### config.mk
export PLATFORM = sky130hd
export DESIGN_NAME = serial_byte_rx
export DESIGN_NICKNAME = d
export VERILOG_FILES = /design/src/rtl/serial_byte_rx.sv
export SDC_FILE = /design/constraint.sdc
export NUM_CORES = 1
export LEC_CHECK = 0
export ABC_AREA = 1
export CORE_MARGIN = 5
export CORE_UTILIZATION = 55
export CTS_CLUSTER_SIZE = 24
export DETAILED_ROUTE_END_ITERATION = 7
export DONT_BUFFER_PORTS = 1
export GPL_TIMING_DRIVEN = 1
export PLACE_DENSITY = 0.67
export REMOVE_ABC_BUFFERS = 1
export SLEW_MARGIN = 20
export SYNTH_ARGS = -nofsm -noshare
export SYNTH_HDL_FRONTEND = slang
export SYNTH_SLANG_ARGS = --single-unit
### constraint.sdc
create_clock -name clk -period 4.1 [get_ports clk]
set_clock_uncertainty 0.15 [all_clocks]
set_input_delay 0.41 -clock clk [delete_from_list [all_inputs] [get_ports clk]]
set_output_delay 0.41 -clock clk [all_outputs]
set_load 0.05 [all_outputs]
### src/rtl/serial_byte_rx.sv
// serial_byte_rx
// Receives 8N1 asynchronous serial frames, LSB first. Each assembled byte is
// sent to the ones-count/parity counter stage. The block pulses init for one
// cycle, then holds the byte until the counter reports done.
//
// Optional feature macro: SERIAL_BYTE_RX_FRAME_ERR_EN
//   defined   - a low stop bit raises frame_err for one cycle and drops the frame
//   undefined - the stop-bit value is ignored and frame_err is tied low
//
// Ports:
//   clk        system clock, all logic on posedge
//   rst        synchronous reset, active low
//   rx         asynchronous serial line, idle high
//   done_in    level from the downstream counter's done output
//   data_out   assembled byte, drives the counter's data_in
//   init       one-cycle start pulse for the counter
//   busy       high whenever the receiver is not idle (combinational)
//   overrun    sticky, a start edge arrived while waiting for done_in
//   frame_err  stop-bit error pulse
module serial_byte_rx #(
    parameter int unsigned CLKS_PER_BIT = 16,
    parameter int unsigned DATA_W       = 8
) (
    input  logic              clk,
    input  logic              rst,
    input  logic              rx,
    input  logic              done_in,
    output logic [DATA_W-1:0] data_out,
    output logic              init,
    output logic              busy,
    output logic              overrun,
    output logic              frame_err
);

    localparam int unsigned CNT_W = (CLKS_PER_BIT > 2) ? $clog2(CLKS_PER_BIT) : 1;
    localparam int unsigned IDX_W = (DATA_W > 1) ? $clog2(DATA_W) : 1;

    localparam logic [CNT_W-1:0] HALF_LOAD = CNT_W'(CLKS_PER_BIT / 2 - 1);
    localparam logic [CNT_W-1:0] FULL_LOAD = CNT_W'(CLKS_PER_BIT - 1);
    localparam logic [IDX_W-1:0] LAST_IDX  = IDX_W'(DATA_W - 1);

    typedef enum logic [2:0] {
        S_IDLE,
        S_START,
        S_DATA,
        S_STOP,
        S_ISSUE,
        S_WAIT_DONE
    } state_t;

    state_t            r_state;
    state_t            w_state_nxt;
    logic              r_sync1;
    logic              r_rx_s;
    logic              r_rx_d;
    logic [CNT_W-1:0]  r_cnt;
    logic [CNT_W-1:0]  w_cnt_nxt;
    logic [IDX_W-1:0]  r_idx;
    logic [IDX_W-1:0]  w_idx_nxt;
    logic [DATA_W-1:0] r_shift;
    logic [DATA_W-1:0] w_shift_nxt;
    logic [DATA_W-1:0] r_data;
    logic [DATA_W-1:0] w_data_nxt;
    logic              r_init;
    logic              w_init_nxt;
    logic              r_overrun;
    logic              w_overrun_nxt;
    logic              w_sample;
    logic              w_rx_fall;
`ifdef SERIAL_BYTE_RX_FRAME_ERR_EN
    logic              r_frame_err;
    logic              w_frame_err_nxt;
`endif

    // The sample point is the cycle in which the baud down-counter reads zero.
    assign w_sample  = (r_cnt == '0);
    // r_rx_d delays rx_s by one cycle, so a 1->0 step marks a new start edge.
    assign w_rx_fall = r_rx_d & ~r_rx_s;

    // State, datapath and output registers; the 2-flop synchroniser resets to idle-high.
    always_ff @(posedge clk) begin
        if (!rst) begin
            r_state   <= S_IDLE;
            r_sync1   <= 1'b1;
            r_rx_s    <= 1'b1;
            r_rx_d    <= 1'b1;
            r_cnt     <= '0;
            r_idx     <= '0;
            r_shift   <= '0;
            r_data    <= '0;
            r_init    <= 1'b0;
            r_overrun <= 1'b0;
        end else begin
            r_state   <= w_state_nxt;
            r_sync1   <= rx;
            r_rx_s    <= r_sync1;
            r_rx_d    <= r_rx_s;
            r_cnt     <= w_cnt_nxt;
            r_idx     <= w_idx_nxt;
            r_shift   <= w_shift_nxt;
            r_data    <= w_data_nxt;
            r_init    <= w_init_nxt;
            r_overrun <= w_overrun_nxt;
        end
    end

`ifdef SERIAL_BYTE_RX_FRAME_ERR_EN
    always_ff @(posedge clk) begin
        if (!rst) begin
            r_frame_err <= 1'b0;
        end else begin
            r_frame_err <= w_frame_err_nxt;
        end
    end
`endif

    // Next-state and next-output logic.
    // init and data_out are loaded on the stop-sample edge, so both are valid
    // during the single ISSUE cycle.
    always_comb begin
        w_state_nxt   = r_state;
        w_cnt_nxt     = w_sample ? r_cnt : r_cnt - CNT_W'(1);
        w_idx_nxt     = r_idx;
        w_shift_nxt   = r_shift;
        w_data_nxt    = r_data;
        w_init_nxt    = 1'b0;
        w_overrun_nxt = r_overrun;
`ifdef SERIAL_BYTE_RX_FRAME_ERR_EN
        w_frame_err_nxt = 1'b0;
`endif

        case (r_state)
            S_IDLE: begin
                if (!r_rx_s) begin
                    w_state_nxt = S_START;
                    w_cnt_nxt   = HALF_LOAD;
                end
            end

            S_START: begin
                if (w_sample) begin
                    if (!r_rx_s) begin
                        w_state_nxt = S_DATA;
                        w_cnt_nxt   = FULL_LOAD;
                        w_idx_nxt   = '0;
                    end else begin
                        // Start bit was a glitch: drop it silently.
                        w_state_nxt = S_IDLE;
                    end
                end
            end

            S_DATA: begin
                if (w_sample) begin
                    w_shift_nxt = {r_rx_s, r_shift[DATA_W-1:1]};
                    w_idx_nxt   = r_idx + IDX_W'(1);
                    w_cnt_nxt   = FULL_LOAD;
                    if (r_idx == LAST_IDX) begin
                        w_state_nxt = S_STOP;
                    end
                end
            end

            S_STOP: begin
                if (w_sample) begin
`ifdef SERIAL_BYTE_RX_FRAME_ERR_EN
                    if (!r_rx_s) begin
                        w_state_nxt     = S_IDLE;
                        w_frame_err_nxt = 1'b1;
                    end else begin
                        w_state_nxt = S_ISSUE;
                        w_data_nxt  = r_shift;
                        w_init_nxt  = 1'b1;
                    end
`else
                    w_state_nxt = S_ISSUE;
                    w_data_nxt  = r_shift;
                    w_init_nxt  = 1'b1;
`endif
                end
            end

            S_ISSUE: begin
                w_state_nxt = S_WAIT_DONE;
            end

            S_WAIT_DONE: begin
                // A frame that starts here is dropped and only flagged.
                if (w_rx_fall) begin
                    w_overrun_nxt = 1'b1;
                end
                if (done_in) begin
                    w_state_nxt = S_IDLE;
                end
            end

            default: begin
                w_state_nxt = S_IDLE;
            end
        endcase
    end

    assign data_out = r_data;
    assign init     = r_init;
    assign busy     = (r_state != S_IDLE);
    assign overrun  = r_overrun;
`ifdef SERIAL_BYTE_RX_FRAME_ERR_EN
    assign frame_err = r_frame_err;
`else
    assign frame_err = 1'b0;
`endif

endmodule

==> reports/qor.yml, run 1 <==
synthesis:
  ys.warnings.count: 0
  synth_edf_count: 0
  synth_ff_type: "dfxtp_1"
  ys_types: 30
  synth_top_area_share_pct: 43.5
  syn_area_sq_mm: 0.00143
  ys_ff_latch: 31
  yosys.area.top_type: "dfxtp_1"
  avgSynthCellArea_sq_um: 7.63
  synth-seq-area-share_pct: 43.5
  synthTopCellsByArea: "dfxtp_1, nor2_1, o21ai_0"
  async_flop_share_pct: 0
  syn_inst: 187
global_routing:
  grt_max_degree: 24
  use_met3_pct: 6.38
  top_usage_layer: "met2"
  grt_pass1_vias: 1146
  grt_usage_pct: 18.1
  antenna_found_initial: 0
  grt_overflow: 0
  grtUsageMet2_pct: 31.5
  use_met1_pct: 19.1
  grt_pass1_wl_um: 4870
power:
  p_leak_nw: 0.731
  power_mw: 1.06
  ir_worst_vdd_mv: 0.413
  pwr_density_cell_mw_per_mm2: 707
clock_network:
  clk_pin_slew_worst_paths_ns: 0.10
  root_buffer: "clkbuf_4"
  cts_setup_buffers: 0
  htree_levels: 2
  clk_path_buf_depth: 2
  insertion_delay_ns: 0.33
  cts_made_buffers: 5
  cts_tree: "done"
  cts.sinks: 31
drt:
  wl_um: 2900
  dr.pass1.iters: 4
  routed_via_density: 5.41
  ant_nets: 0
  remaining_drc_errors: 0
  via_count: 1200
  drtIter0Drc: 52
  routedWlPerCell_um: 13.1
floorplanning:
  die_x_um: 60.9
  pin_count: 16
  rows: 18
  initial_core_util_pct: 57.6
  die_h_um: 60.9
  core_sq_mm: 0.00248
  die_area_sq_mm: 0.00371
place:
  place.gp.congestion: 0.892
  post-dp-hpwl_um: 2010
  portBuffers: 0
timing:
  whs_ns: 0.0292
  setup-tns-final_ns: 0
  relSlewSlack_pct: 60.3
  hold_violations: 0
  rsz0062_at_grt: "false"
  fmax_mhz: 492
  min_period_ns: 2.03
  drv_slew: 0
  setup_viol: 0
  max_slew.worst_pin.slew_ns: 0.594
  period_share_pct: 49.6
worst_setup_path:
  endpoint_kind: "register"
  cp-start-kind: "register"
  critPathMaxFanout: 11
  critical_path_required_ns: 4.19
  crit_arrival_ns: 2.12
  crit_type: "register to register"
final_layout:
  fin_nets: 199
  drive_gt1_share_pct: 16.1
  diodes: 0
  utilization_pct: 60.7
  area_growth_pct: 5.35
worst_hold_path:
  hp-class: "input port to register"
flow_run:
  drv_cap: 0
run_status:
  outcome: "finished clean"
-- logic make-up after synthesis --
logic type	synth area share, %
simple gates	32.7
compound gates	12.3
flops	43.5
buf+inv	7.19
fa+ha+maj	3.51
xor+xnor	0.614
other cells	0.263
-- cell usage in the layout, fill, tap and decap left out, types with 2 or more instances in the layout --
| master | n |
|---|---|
| nand3_1 | 9 |
| or2_2 | 3 |
| clkbuf_4 | 5 |
| o21ai_0 | 22 |
| nor2_4 | 2 |
| inv_1 | 12 |
| a21oi_1 | 6 |
| dfxtp_1 | 31 |
| nand4_1 | 2 |
| nor2_1 | 37 |
| dlygate4sd3_1 | 2 |
| nand2_1 | 26 |
| a31oi_1 | 3 |
| ha_1 | 4 |
| inv_2 | 6 |
| nor2_2 | 3 |
| nand2_2 | 5 |
-- synth_stat cells (2+ instances only) --
master   number
a21oi_1       6
a31oi_1       3
buf_4         2
dfxtp_1      31
ha_1          4
inv_1        12
inv_2         6
nand2_1      26
nand2_2       5
nand3_1       9
nand4_1       2
nor2_1       37
nor2_2        3
nor2_4        2
o21ai_0      22
or2_2         3
-- sequential cells by signal, summed over array words and instances, names as in the netlist --
signal and count:
data_out 8, init 1, overrun 1, r_cnt 4
r_idx 3, r_rx_d 1, r_rx_s 1, r_shift 8
r_state 3, r_sync1 1
-- layout make-up --
cell class	count	area, sq um
fill	247	973
tap	30	37.5
timing repair buffer	2	20.0
clock inverter	2	12.5
multi-input combinational	133	704
sequential	31	621
clock buffer	6	41.3
inverter	18	67.6
-- layer usage --
| metal | routed length, um | up-vias |
|---|---|---|
| met5 | 0 | - |
| met4 | 72 | 0 |
| met3 | 151 | 7 |
| met2 | 1450 | 25 |
| met1 | 1220 | 564 |
| li1 | - | 604 |
-- metrics by stage --
stage | cell area [sq um] | worst slack [ns] | cells
floorplan | 1390 | 2.27 | 182
global placement | 1430 | 2.20 | 212
detailed placement | 1430 | 2.12 | 212
CTS | 1490 | 2.09 | 221
global route | 1500 | 1.90 | 222
finish | 1500 | 2.07 | 222
-- path summary, 6_finish.rpt --
kind         endpoint  cells past startpoint  startpoint  slack (ns)
min reg2reg    r_rx_s                      1     r_sync1        0.27
max reg2reg  r_cnt[0]                     10    r_cnt[0]        2.07
min          r_cnt[1]                      2         rst        0.03
max          r_cnt[0]                     10    r_cnt[0]        2.07
-- timing repair --
item                      CTS  global route
hold endpoints to repair    1             1
hold buffers                1             1
resized for setup           0             0
-- power breakdown --
| part | leakage (nW) | internal [mW] | total [mW] | switching (mW) |
|---|---|---|---|---|
| registers | 0.252 | 0.353 | 0.421 | 0.0680 |
| logic | 0.451 | 0.156 | 0.469 | 0.313 |
| clock network | 0.0282 | 0.0660 | 0.173 | 0.107 |
-- critical path, cell delays in order (launching register included) --
cell and delay (ns):
dfxtp_1 0.36, inv_1 0.06, ha_1 0.24, nand2_2 0.30
ha_1 0.31, nor2_1 0.14, nand3_1 0.09, nand3b_1 0.08
nand4_1 0.08, nand2_1 0.08, inv_1 0.04
Power figures use the tool's default switching activity.
==> run 2, diff against run 1 <==
Settings changed: ABC_AREA 1 to 0.
Clock period 4.1 ns to 2 ns, I/O delays scaled along.
==> run 2 against run 1 <==
  * Global-route usage is 0.47 points lower
  * First-iteration DRC count decreased by 17%
  * Critical path depth is 2 lower
  * Maximum frequency increased by 7.3%
  * Hold slack better by 0.014 ns
  * Combinational power up 31%
  * Sequential cell count is the same
  * Sequential share of layout area decreased by 0.12 points
  * Core utilization is 1.4 points higher
  * Via count is 0.75% lower
  * Routed wire length decreased by 0.14%
  * Critical path type unchanged
  * Highest routed layer unchanged
==> reports/qor.yml, run 2 <==
run_status:
  outcome: "finished clean"
timing:
  setup_viol: 0
  period_share_pct: 94.7
  relSlewSlack_pct: 52.5
  max_slew.worst_pin.slew_ns: 0.711
  drv_slew: 0
  fmax_mhz: 528
  min_period_ns: 1.89
  hold_violations: 0
worst_setup_path:
  endpoint_kind: "register"
  path_buf_inv: 3
  crit_arrival_ns: 1.99
  crit_type: "register to register"
  max_stage_delay_ns: 0.35
  cp-start-kind: "register"
  path_cells: "inv_1, ha_4, nor3b_4, inv_2, ha_4, inv_1, a22o_1, a221oi_1"
  critical_path_required_ns: 2.09
  path_delay_family: "compound AO/OA/AOI/OAI gates"
  critPathMaxFanout: 3
  cp_slowest_cell: "dfxtp_2"
floorplanning:
  core_sq_mm: 0.00243
  rows: 18
  pin_count: 16
  die_h_um: 60.0
  die_x_um: 60.0
  initial_core_util_pct: 56.5
  die_area_sq_mm: 0.00360
synthesis:
  synth_top_area_share_pct: 45.2
  syn_inst: 161
  ys_ff_latch: 31
  async_flop_share_pct: 0
  synth_ff_type: "dfxtp_1"
  synthAdderAreaFrac_pct: 3.64
  avgSynthCellArea_sq_um: 8.53
  synth-xor-area-share_pct: 0.638
  synthMuxAreaShare_pct: 0
  synthTopCellsByCount: "dfxtp_1, nand3_1, a21oi_1"
  synth-seq-area-share_pct: 45.2
  ys_types: 40
  synth_simple_gate_area_share_pct: 19.4
  synth_compound_area_share_pct: 24.0
  yosys.area.top_type: "dfxtp_1"
  syn_area_sq_mm: 0.00137
  synthTopCellsByArea: "dfxtp_1, nand3_1, a21oi_1"
  synth_top_family_by_area: "compound AO/OA/AOI/OAI gates"
  synth_edf_count: 0
  ys.warnings.count: 0
  synth_most_common_cell: "dfxtp_1"
global_routing:
  grt_usage_pct: 17.6
  grt_pass1_wl_um: 4690
  grt_max_degree: 25
  antenna_found_initial: 0
  grt_overflow: 0
  grt_pass1_vias: 1041
final_layout:
  fin_nets: 173
  stdcell_count: 196
  drive_gt1_share_pct: 14.5
  mostFrequentLayoutCells: "dfxtp_1, nand3_1, a21oi_1"
  final_common_cell: "dfxtp_1"
  diodes: 0
  fillerInstances: 221
  area_growth_pct: 10.0
  final_area_sq_mm: 0.00151
drt:
  via_count: 1191
  dr.pass1.iters: 4
  drtIter0Drc: 43
  remaining_drc_errors: 0
  wl_um: 2890
  routedWlPerCell_um: 14.8
  routed_via_density: 6.08
  ant_nets: 0
place:
  post-dp-hpwl_um: 1800
  place_area_sq_mm: 0.00141
  placed_cells: 185
  place.gp.congestion: 0.843
  portBuffers: 0
power:
  p_leak_nw: 0.548
  ir_worst_vdd_mv: 1.04
  pwr-share-seq_pct: 42.4
  p_switching_mw: 0.621
  power_mw: 1.66
  switching_share_pct: 37.4
  p_int_mw: 1.04
  clock_power_share_pct: 20.5
  combPwrFrac_pct: 37.1
  pwr_density_cell_mw_per_mm2: 1100
clock_network:
  htree_levels: 2
  insertion_delay_ns: 0.33
  clk_pin_slew_worst_paths_ns: 0.10
  cts.sinks: 31
  root_buffer: "clkbuf_4"
  cts_made_buffers: 5
  cts_tree: "done"
  clk_path_buf_depth: 2
flow_run:
  drv_cap: 0
worst_hold_path:
  hp-class: "input port to register"
## run 2: path summary, 6_finish.rpt
check | from | to | slack [ns] | cells past startpoint
min reg2reg | r_sync1 | r_rx_s | 0.27 | 1
max | r_cnt[0] | r_cnt[0] | 0.11 | 8
min | done_in | r_state[2] | 0.04 | 3
max reg2reg | r_cnt[0] | r_cnt[0] | 0.11 | 8
## run 2: layer usage
| metal | GRT usage [%] | vias up | wire length (um) |
|---|---|---|---|
| met3 | 5.83 | 8 | 152 |
| met5 | 0 | - | 0 |
| met4 | 9.18 | 0 | 60 |
| met1 | 21.7 | 567 | 1310 |
| met2 | 27.0 | 31 | 1370 |
| li1 | - | 585 | - |
## run 2: layout make-up
type | count | area [sq um] | area share (%)
Clock inverter | 1 | 5.00 | 0.331
Clock buffer | 7 | 45.0 | 2.98
Sequential cell | 31 | 622 | 41.1
Inverter | 8 | 30.0 | 1.99
Timing Repair Buffer | 11 | 87.6 | 5.79
Multi-Input combinational cell | 108 | 684 | 45.3
Tap cell | 30 | 37.5 | 2.48
## run 2: kinds of logic (layout without fill, tap and decap cells)
| family | after synthesis | in the layout |
|---|---|---|
| compound gates | 55 | 55 |
| simple gates | 47 | 47 |
| flops | 31 | 31 |
| buf+inv | 22 | 27 |
| fa+ha+maj | 4 | 4 |
| other cells | 1 | 1 |
| xor+xnor | 1 | 1 |
## run 2: timing repair
item / 4_1_cts / 5_1_grt
setup buffers: 0 / 1
hold endpoints to repair: 8 / 0
endpoints found under the setup margin: 0 / 1
resized for setup: 0 / 4
hold buffers: 2 / 0
## run 2: worst register-to-register path: stages (launching register included)
cell and delay [ns]:
dfxtp_2 0.35, inv_1 0.11, ha_4 0.15, nor3b_4 0.21
inv_2 0.08, ha_4 0.27, inv_1 0.04, a22o_1 0.22
a221oi_1 0.22
## run 2: power by group through the flow
stage	clock [mW]	combinational, mW	sequential [mW]
final	0.341	0.615	0.704
after global routing	0.381	0.691	0.707
after CTS	0.349	0.538	0.695
after detailed placement	0	0.530	0.709
after global placement	0	0.508	0.707
after floorplan	0	0.367	0.703
## run 2: through the flow
| stage | hold WS (ns) | setup slack (ns) | util (%) | TNS (ns) |
|---|---|---|---|---|
| 6_report | 0.0433 | 0.105 | 62.1 | 0 |
| 5_1_grt | 0.0435 | -0.000601 | 62.1 | -0.000601 |
| 4_1_cts | 0.0330 | 0.0542 | 60.8 | 0 |
| 3_5_place_dp | 0.126 | 0.0753 | 57.9 | 0 |
| 3_3_place_gp | 0.129 | 0.172 | 57.9 | 0 |
| 2_1_floorplan | 0.119 | -0.473 | - | -0.814 |
